## src/rtl/mfp_timer_pkg.sv

```systemverilog
// Shared MFP timer definitions: mode encodings, mode decode and the prescaler divisor table.
package mfp_timer_pkg;

  typedef enum logic [1:0] {
    MODE_STOPPED = 2'd0,
    MODE_DELAY   = 2'd1,
    MODE_EVENT   = 2'd2,
    MODE_PULSE   = 2'd3
  } timer_mode_e;

  localparam logic [3:0] MODE_CODE_STOP  = 4'b0000;
  localparam logic [3:0] MODE_CODE_EVENT = 4'b1000;

  // Widest divisor is 200, so an 8-bit divider counter is enough.
  localparam int PRESC_W = 8;

  function automatic timer_mode_e decode_mode(input logic [3:0] code);
    timer_mode_e kind;
    if (code == MODE_CODE_STOP) begin
      kind = MODE_STOPPED;
    end else if (code == MODE_CODE_EVENT) begin
      kind = MODE_EVENT;
    end else if (code[3]) begin
      kind = MODE_PULSE;
    end else begin
      kind = MODE_DELAY;
    end
    return kind;
  endfunction

  function automatic logic [PRESC_W-1:0] presc_divisor(input logic [2:0] sel);
    logic [PRESC_W-1:0] div;
    case (sel)
      3'd1:    div = 8'd4;
      3'd2:    div = 8'd10;
      3'd3:    div = 8'd16;
      3'd4:    div = 8'd50;
      3'd5:    div = 8'd64;
      3'd6:    div = 8'd100;
      3'd7:    div = 8'd200;
      default: div = 8'd0;
    endcase
    return div;
  endfunction

endpackage

```

## src/rtl/mfp_prescaler.sv

```systemverilog
// XCLK synchroniser and programmable divider; emits one tick per divider wrap.
module mfp_prescaler
  import mfp_timer_pkg::*;
(
  input  logic       clock,
  input  logic       reset,
  input  logic       xclk_i,
  input  logic       clear,
  input  logic [2:0] select,
  output logic       tick
);

  logic               xclk_s1_q, xclk_s1_d;
  logic               xclk_s2_q, xclk_s2_d;
  logic               xclk_s3_q, xclk_s3_d;
  logic [PRESC_W-1:0] div_cnt_q, div_cnt_d;
  logic [PRESC_W-1:0] divisor;
  logic               xclk_rise;
  logic               at_wrap;

  always_comb begin
    xclk_s1_d = xclk_i;
    xclk_s2_d = xclk_s1_q;
    xclk_s3_d = xclk_s2_q;
    divisor   = presc_divisor(select);
    xclk_rise = xclk_s2_q & ~xclk_s3_q;
    at_wrap   = (div_cnt_q == (divisor - PRESC_W'(1)));
    div_cnt_d = div_cnt_q;
    tick      = 1'b0;
    // A zero divisor (select 0) means no prescaled clock, so the divider idles.
    if (clear || (divisor == '0)) begin
      div_cnt_d = '0;
    end else if (xclk_rise) begin
      if (at_wrap) begin
        div_cnt_d = '0;
        tick      = 1'b1;
      end else begin
        div_cnt_d = div_cnt_q + PRESC_W'(1);
      end
    end
  end

  always_ff @(posedge clock) begin
    if (reset) begin
      xclk_s1_q <= 1'b0;
      xclk_s2_q <= 1'b0;
      xclk_s3_q <= 1'b0;
      div_cnt_q <= '0;
    end else begin
      xclk_s1_q <= xclk_s1_d;
      xclk_s2_q <= xclk_s2_d;
      xclk_s3_q <= xclk_s3_d;
      div_cnt_q <= div_cnt_d;
    end
  end

endmodule

```

## src/rtl/mfp_timer_n.sv

```systemverilog
// MFP-style timer: delay, event and pulse-width modes with reloadable down-counter.
// Optional one-shot behaviour is enabled with the MFP_TIMER_ONESHOT_EN macro.
module mfp_timer_n
  import mfp_timer_pkg::*;
#(
  parameter int   CNT_W     = 8,
  parameter logic PULSE_POL = 1'b1
) (
  input  logic             CLK,
  input  logic             RST,
  input  logic             XCLK_I,
  input  logic             T_I,
  input  logic             DS,
  input  logic             DAT_WE,
  input  logic [CNT_W-1:0] DAT_I,
  output logic [CNT_W-1:0] DAT_O,
  input  logic             CTRL_WE,
  input  logic [5:0]       CTRL_I,
  output logic [4:0]       CTRL_O,
  output logic             T_O,
  output logic             T_O_PULSE,
  output logic             PULSE_MODE,
  output logic [CNT_W-1:0] SET_DATA_OUT
);

  localparam logic [CNT_W-1:0] CNT_ONE = {{(CNT_W-1){1'b0}}, 1'b1};

  logic [CNT_W-1:0] data_q, data_d;
  logic [CNT_W-1:0] cnt_q, cnt_d;
  logic [CNT_W-1:0] dat_o_q, dat_o_d;
  logic [3:0]       mode_q, mode_d;
  logic             t_o_q, t_o_d;
  logic             t_o_pulse_q, t_o_pulse_d;
  logic             ti_s1_q, ti_s1_d;
  logic             ti_s2_q, ti_s2_d;
  logic             ti_s3_q, ti_s3_d;
  logic             oneshot;

  timer_mode_e mode_kind;
  logic        presc_clear;
  logic        presc_tick;
  logic        ti_rise;
  logic        tick;
  logic        timeout;

`ifdef MFP_TIMER_ONESHOT_EN
  logic oneshot_q, oneshot_d;

  always_comb begin
    oneshot_d = oneshot_q;
    if (CTRL_WE) begin
      oneshot_d = CTRL_I[5];
    end
  end

  always_ff @(posedge CLK) begin
    if (RST) begin
      oneshot_q <= 1'b0;
    end else begin
      oneshot_q <= oneshot_d;
    end
  end

  assign oneshot = oneshot_q;
`else
  logic unused_oneshot_bit;

  assign unused_oneshot_bit = CTRL_I[5];
  assign oneshot            = 1'b0;
`endif

  mfp_prescaler u_prescaler (
    .clock  (CLK),
    .reset  (RST),
    .xclk_i (XCLK_I),
    .clear  (presc_clear),
    .select (mode_q[2:0]),
    .tick   (presc_tick)
  );

  // Tick source selection and prescaler clear follow the currently latched mode.
  always_comb begin
    ti_s1_d     = T_I;
    ti_s2_d     = ti_s1_q;
    ti_s3_d     = ti_s2_q;
    mode_kind   = decode_mode(mode_q);
    ti_rise     = ti_s2_q & ~ti_s3_q;
    presc_clear = (mode_kind == MODE_STOPPED) ||
                  (CTRL_WE && (CTRL_I[2:0] != mode_q[2:0]));
    case (mode_kind)
      MODE_DELAY: tick = presc_tick;
      MODE_PULSE: tick = presc_tick && (ti_s2_q == PULSE_POL);
      MODE_EVENT: tick = ti_rise;
      default:    tick = 1'b0;
    endcase
    timeout = tick && (cnt_q == CNT_ONE);
  end

  always_comb begin
    data_d      = data_q;
    cnt_d       = cnt_q;
    dat_o_d     = dat_o_q;
    mode_d      = mode_q;
    t_o_d       = t_o_q;
    t_o_pulse_d = timeout;

    if (DAT_WE) begin
      data_d = DAT_I;
    end

    // A write landing on the reload cycle wins over the stale data register.
    if (mode_kind == MODE_STOPPED) begin
      if (DAT_WE) begin
        cnt_d = DAT_I;
      end
    end else if (timeout) begin
      cnt_d = DAT_WE ? DAT_I : data_q;
    end else if (tick) begin
      cnt_d = cnt_q - CNT_ONE;
    end

    if (timeout) begin
      t_o_d = ~t_o_q;
      if (oneshot) begin
        mode_d = MODE_CODE_STOP;
      end
    end

    if (CTRL_WE) begin
      mode_d = CTRL_I[3:0];
      if (CTRL_I[4]) begin
        t_o_d = 1'b0;
      end
    end

    if (DS) begin
      dat_o_d = cnt_q;
    end
  end

  always_ff @(posedge CLK) begin
    if (RST) begin
      data_q      <= '0;
      cnt_q       <= '0;
      dat_o_q     <= '0;
      mode_q      <= MODE_CODE_STOP;
      t_o_q       <= 1'b0;
      t_o_pulse_q <= 1'b0;
      ti_s1_q     <= 1'b0;
      ti_s2_q     <= 1'b0;
      ti_s3_q     <= 1'b0;
    end else begin
      data_q      <= data_d;
      cnt_q       <= cnt_d;
      dat_o_q     <= dat_o_d;
      mode_q      <= mode_d;
      t_o_q       <= t_o_d;
      t_o_pulse_q <= t_o_pulse_d;
      ti_s1_q     <= ti_s1_d;
      ti_s2_q     <= ti_s2_d;
      ti_s3_q     <= ti_s3_d;
    end
  end

  assign DAT_O        = dat_o_q;
  assign CTRL_O       = {oneshot, mode_q};
  assign T_O          = t_o_q;
  assign T_O_PULSE    = t_o_pulse_q;
  assign PULSE_MODE   = (mode_kind == MODE_PULSE);
  assign SET_DATA_OUT = data_q;

endmodule

```

## config.mk

```make
export PLATFORM = sky130hd
export DESIGN_NAME = mfp_timer_n
export DESIGN_NICKNAME = d
export VERILOG_FILES = /design/src/rtl/mfp_timer_pkg.sv /design/src/rtl/mfp_prescaler.sv /design/src/rtl/mfp_timer_n.sv
export SDC_FILE = /design/constraint.sdc
export NUM_CORES = 1
export LEC_CHECK = 0
export BUFFER_PORTS_ARGS = -buffer_cell sky130_fd_sc_hd__buf_2
export CORE_MARGIN = 3
export CORE_UTILIZATION = 25
export DETAILED_ROUTE_END_ITERATION = 10
export SLEW_MARGIN = 20
export SYNTH_ARGS = -nofsm -noshare
export SYNTH_HDL_FRONTEND = slang
export SYNTH_HIERARCHICAL = 1
export SYNTH_SLANG_ARGS = --single-unit
```

## constraint.sdc

```tcl
create_clock -name CLK -period 4 [get_ports CLK]
set_input_delay 0.4 -clock CLK [delete_from_list [all_inputs] [get_ports CLK]]
set_output_delay 0.4 -clock CLK [all_outputs]
set_load 0.02 [all_outputs]
```

==> flow_summary.yaml <==
run_status:
  status: "finished clean"
detailed_routing:
  dr.pass1.iters: 4
  drtIter0Drc: 75
  drc: 0
  via_count: 2009
  routed_wl_um: 5500
  via_per_inst: 4.86
  postRouteAntennaNets: 0
  routedWlPerCell_um: 13.3
worst_setup_path:
  cp_data_required_time_ns: 4.25
  end_kind: "register"
  cp_top_family: "simple AND/OR/NAND/NOR gates"
  critPathMaxStageDelay_ns: 0.58
  slowest_stage: "dfxtp_1"
  critPathBufInv: 0
  crit_type: "reg2reg"
  cp.arrival_ns: 3.90
  crit_chain: "nand2_1, nor2_1, a21oi_1, ha_1, or4b_1, nand3_1, nand4_1, a2111oi_4, and2_1, o221ai_1, or2_2, a221oi_1, a22o_1"
  start_kind: "register"
  cp_max_fo: 13
power:
  power.leakage_nw: 1.21
  ir_drop_mv: 0.209
  power_density_mw_per_mm2: 401
  fin_total_pwr_mw: 1.12
die:
  num_rows: 34
  io_pins: 45
  fp.dieW_um: 103
  dieArea_mm2: 0.0106
  initial_core_util: 0.262
  coreArea_mm2: 0.00893
  die_h_um: 103
cts:
  h-tree-depth: 2
  hold_buffers: 0
  root_buffer: "clkbuf_8"
  cts_setup_buffers: 0
  clock_path_buffers: 2
  clock-sinks: 44
  clock_latency_ns: 0.30
  cts_buffers: 5
  cts_tree: "yes"
  cts_resized: 0
  cts.clk_slew.worst_paths_ns: 0.09
worst_hold_path:
  hold_class: "in2reg"
yosys:
  synth_cell_types: 56
  ys.warnings.count: 6
  synth-async-reset-ratio: 0
  syn_inst: 262
  netlist_area_mm2: 0.00234
  syn-mean-instance-area_um2: 8.94
  synth_top_cells_by_area: "dfxtp_1 (38%), mux2i_1 (9.0%), xnor2_1 (5.6%)"
  yosysSeqAreaShare: 0.376
  syn-num-nets: 288
  synth.top_cell.area_share: 0.376
  synth_edf_count: 0
  ys.flop_type: "dfxtp_1"
  ys_ff_latch: 44
  yosysTopAreaCell: "dfxtp_1"
timing:
  setup_viol: 0
  finalCriticalPeriod_ns: 3.65
  slew_violations: 0
  holdWs_ns: 0.280
  skew_ns: 0.0101
  fmax_mhz: 274
  hold_violations: 0
  relSlewSlack: 0.532
  finalSetupTns_ns: 0
  rsz0062_at_grt: "no"
  period_share: 0.912
  worst_slew_pin_slew_ns: 0.702
cells_and_area:
  finalNonFillerCells: 413
  area_delta_synth_final_pct: 18.7
  drive_above_1_share: 0.216
  antenna_cells: 0
  final_cell_mix: "dfxtp_1 (44), buf_2 (42), nor2_1 (33)"
  nets: 330
  layout_commonest_cell: "dfxtp_1"
grt:
  grt_max_degree: 37
  grt.total_usage: 0.106
  antenna_found_initial: 0
  gr-total-overflow: 0
  grt_pass1_wl_um: 8980
  met2_usage: 0.172
  grt_pass1_vias: 1890
  met3_usage: 0.0298
  grt_busiest_layer: "met2"
  grt_use_met1: 0.138
placement:
  gp_congestion: 0.803
  numPortBuffers: 42
  placed_cells: 405
  place_hpwl_um: 4050
run:
  max_cap_viol_count: 0
## cell families (layout without fill, tap and decap cells)
group | count (synthesis) | after routing | synth area share
compound gates | 40 | 40 | 0.133
xor+xnor | 21 | 21 | 0.0785
fa+ha+maj | 5 | 5 | 0.0267
buf+inv | 23 | 66 | 0.0475
flops | 44 | 44 | 0.376
mux | 21 | 21 | 0.0897
other cells | 1 | 1 | 0.00160
simple gates | 107 | 107 | 0.247
## synthesized netlist by cell type, types with 2 or more instances
| cell type | count |
|---|---|
| dfxtp_1 | 44 |
| nor2_1 | 33 |
| mux2i_1 | 21 |
| nand2_1 | 16 |
| xnor2_1 | 15 |
| nor2b_1 | 9 |
| clkbuf_1 | 8 |
| inv_1 | 8 |
| o21ai_0 | 8 |
| a21oi_1 | 7 |
| nand4_1 | 6 |
| or3_1 | 6 |
| xor2_1 | 6 |
| and3_1 | 5 |
| ha_1 | 5 |
| nand2b_1 | 5 |
| nor3_1 | 5 |
| a31oi_1 | 4 |
| nand3_1 | 4 |
| o221ai_1 | 3 |
| a221oi_1 | 2 |
| a311oi_1 | 2 |
| and2_1 | 2 |
| buf_2 | 2 |
| buf_4 | 2 |
| buf_6 | 2 |
| nor4_1 | 2 |
| or2_2 | 2 |
## final cells by class
type                            count  area [µm²]
Clock inverter                      3        46.3
Timing Repair Buffer               50         270
Fill cell                         956        6150
Clock buffer                        5        68.8
Multi-Input combinational cell    195        1350
Inverter                            8        30.0
Tap cell                          108         135
Sequential cell                    44         881
## through the flow
stage | worst slack (ns) | instance area [µm²] | util
after floorplan | 0.360 | 2340 | -
after global placement | 0.462 | 2670 | 0.299
after detailed placement | 0.399 | 2670 | 0.299
after CTS | 0.366 | 2780 | 0.311
after global routing | 0.0500 | 2780 | 0.311
final | 0.353 | 2780 | 0.311
## worst register-to-register path, stage by stage, from the launching register on
cell and delay, ns:
dfxtp_1 0.58, nand2_1 0.16, nor2_1 0.12, a21oi_1 0.07, ha_1 0.27, or4b_1 0.49, nand3_1 0.09, nand4_1 0.13
a2111oi_4 0.24, and2_1 0.20, o221ai_1 0.27, or2_2 0.46, a221oi_1 0.36, a22o_1 0.17
## worst paths after layout
check / start / endpoint / slack [ns] / depth (start not counted)
min reg2reg: u_prescaler/xclk_s1_q$_SDFF_PP0_ / u_prescaler/xclk_s2_q$_SDFF_PP0_ / 0.44 / 1
max reg2reg: mode_q[2]$_SDFFE_PP0P_ / cnt_q[6]$_SDFFE_PP0P_ / 0.35 / 13
max: mode_q[2]$_SDFFE_PP0P_ / cnt_q[6]$_SDFFE_PP0P_ / 0.35 / 13
min: CTRL_I[4] / T_O$_SDFF_PP0_ / 0.28 / 2
## flip-flops by register name, indices dropped and copies added (netlist names), 4 cells and up
| signal | cells |
|---|---|
| DAT_O | 8 |
| SET_DATA_OUT | 8 |
| cnt_q | 8 |
| u_prescaler/div_cnt_q | 8 |
| mode_q | 4 |
## routing by layer
layer | wire length [µm] | vias up | part of all wire
li1 | - | 1011 | -
met1 | 2590 | 950 | 0.47
met2 | 2570 | 44 | 0.47
met3 | 299 | 4 | 0.054
met4 | 48 | 0 | 0.0087
met5 | 0 | - | 0
## power by group
part	switching (mW)	internal [mW]	total (mW)
sequential	0.0335	0.469	0.503
combinational	0.142	0.118	0.260
clock	0.164	0.188	0.352
total	0.339	0.776	1.12
No activity file was read; power rests on OpenSTA's default activity.
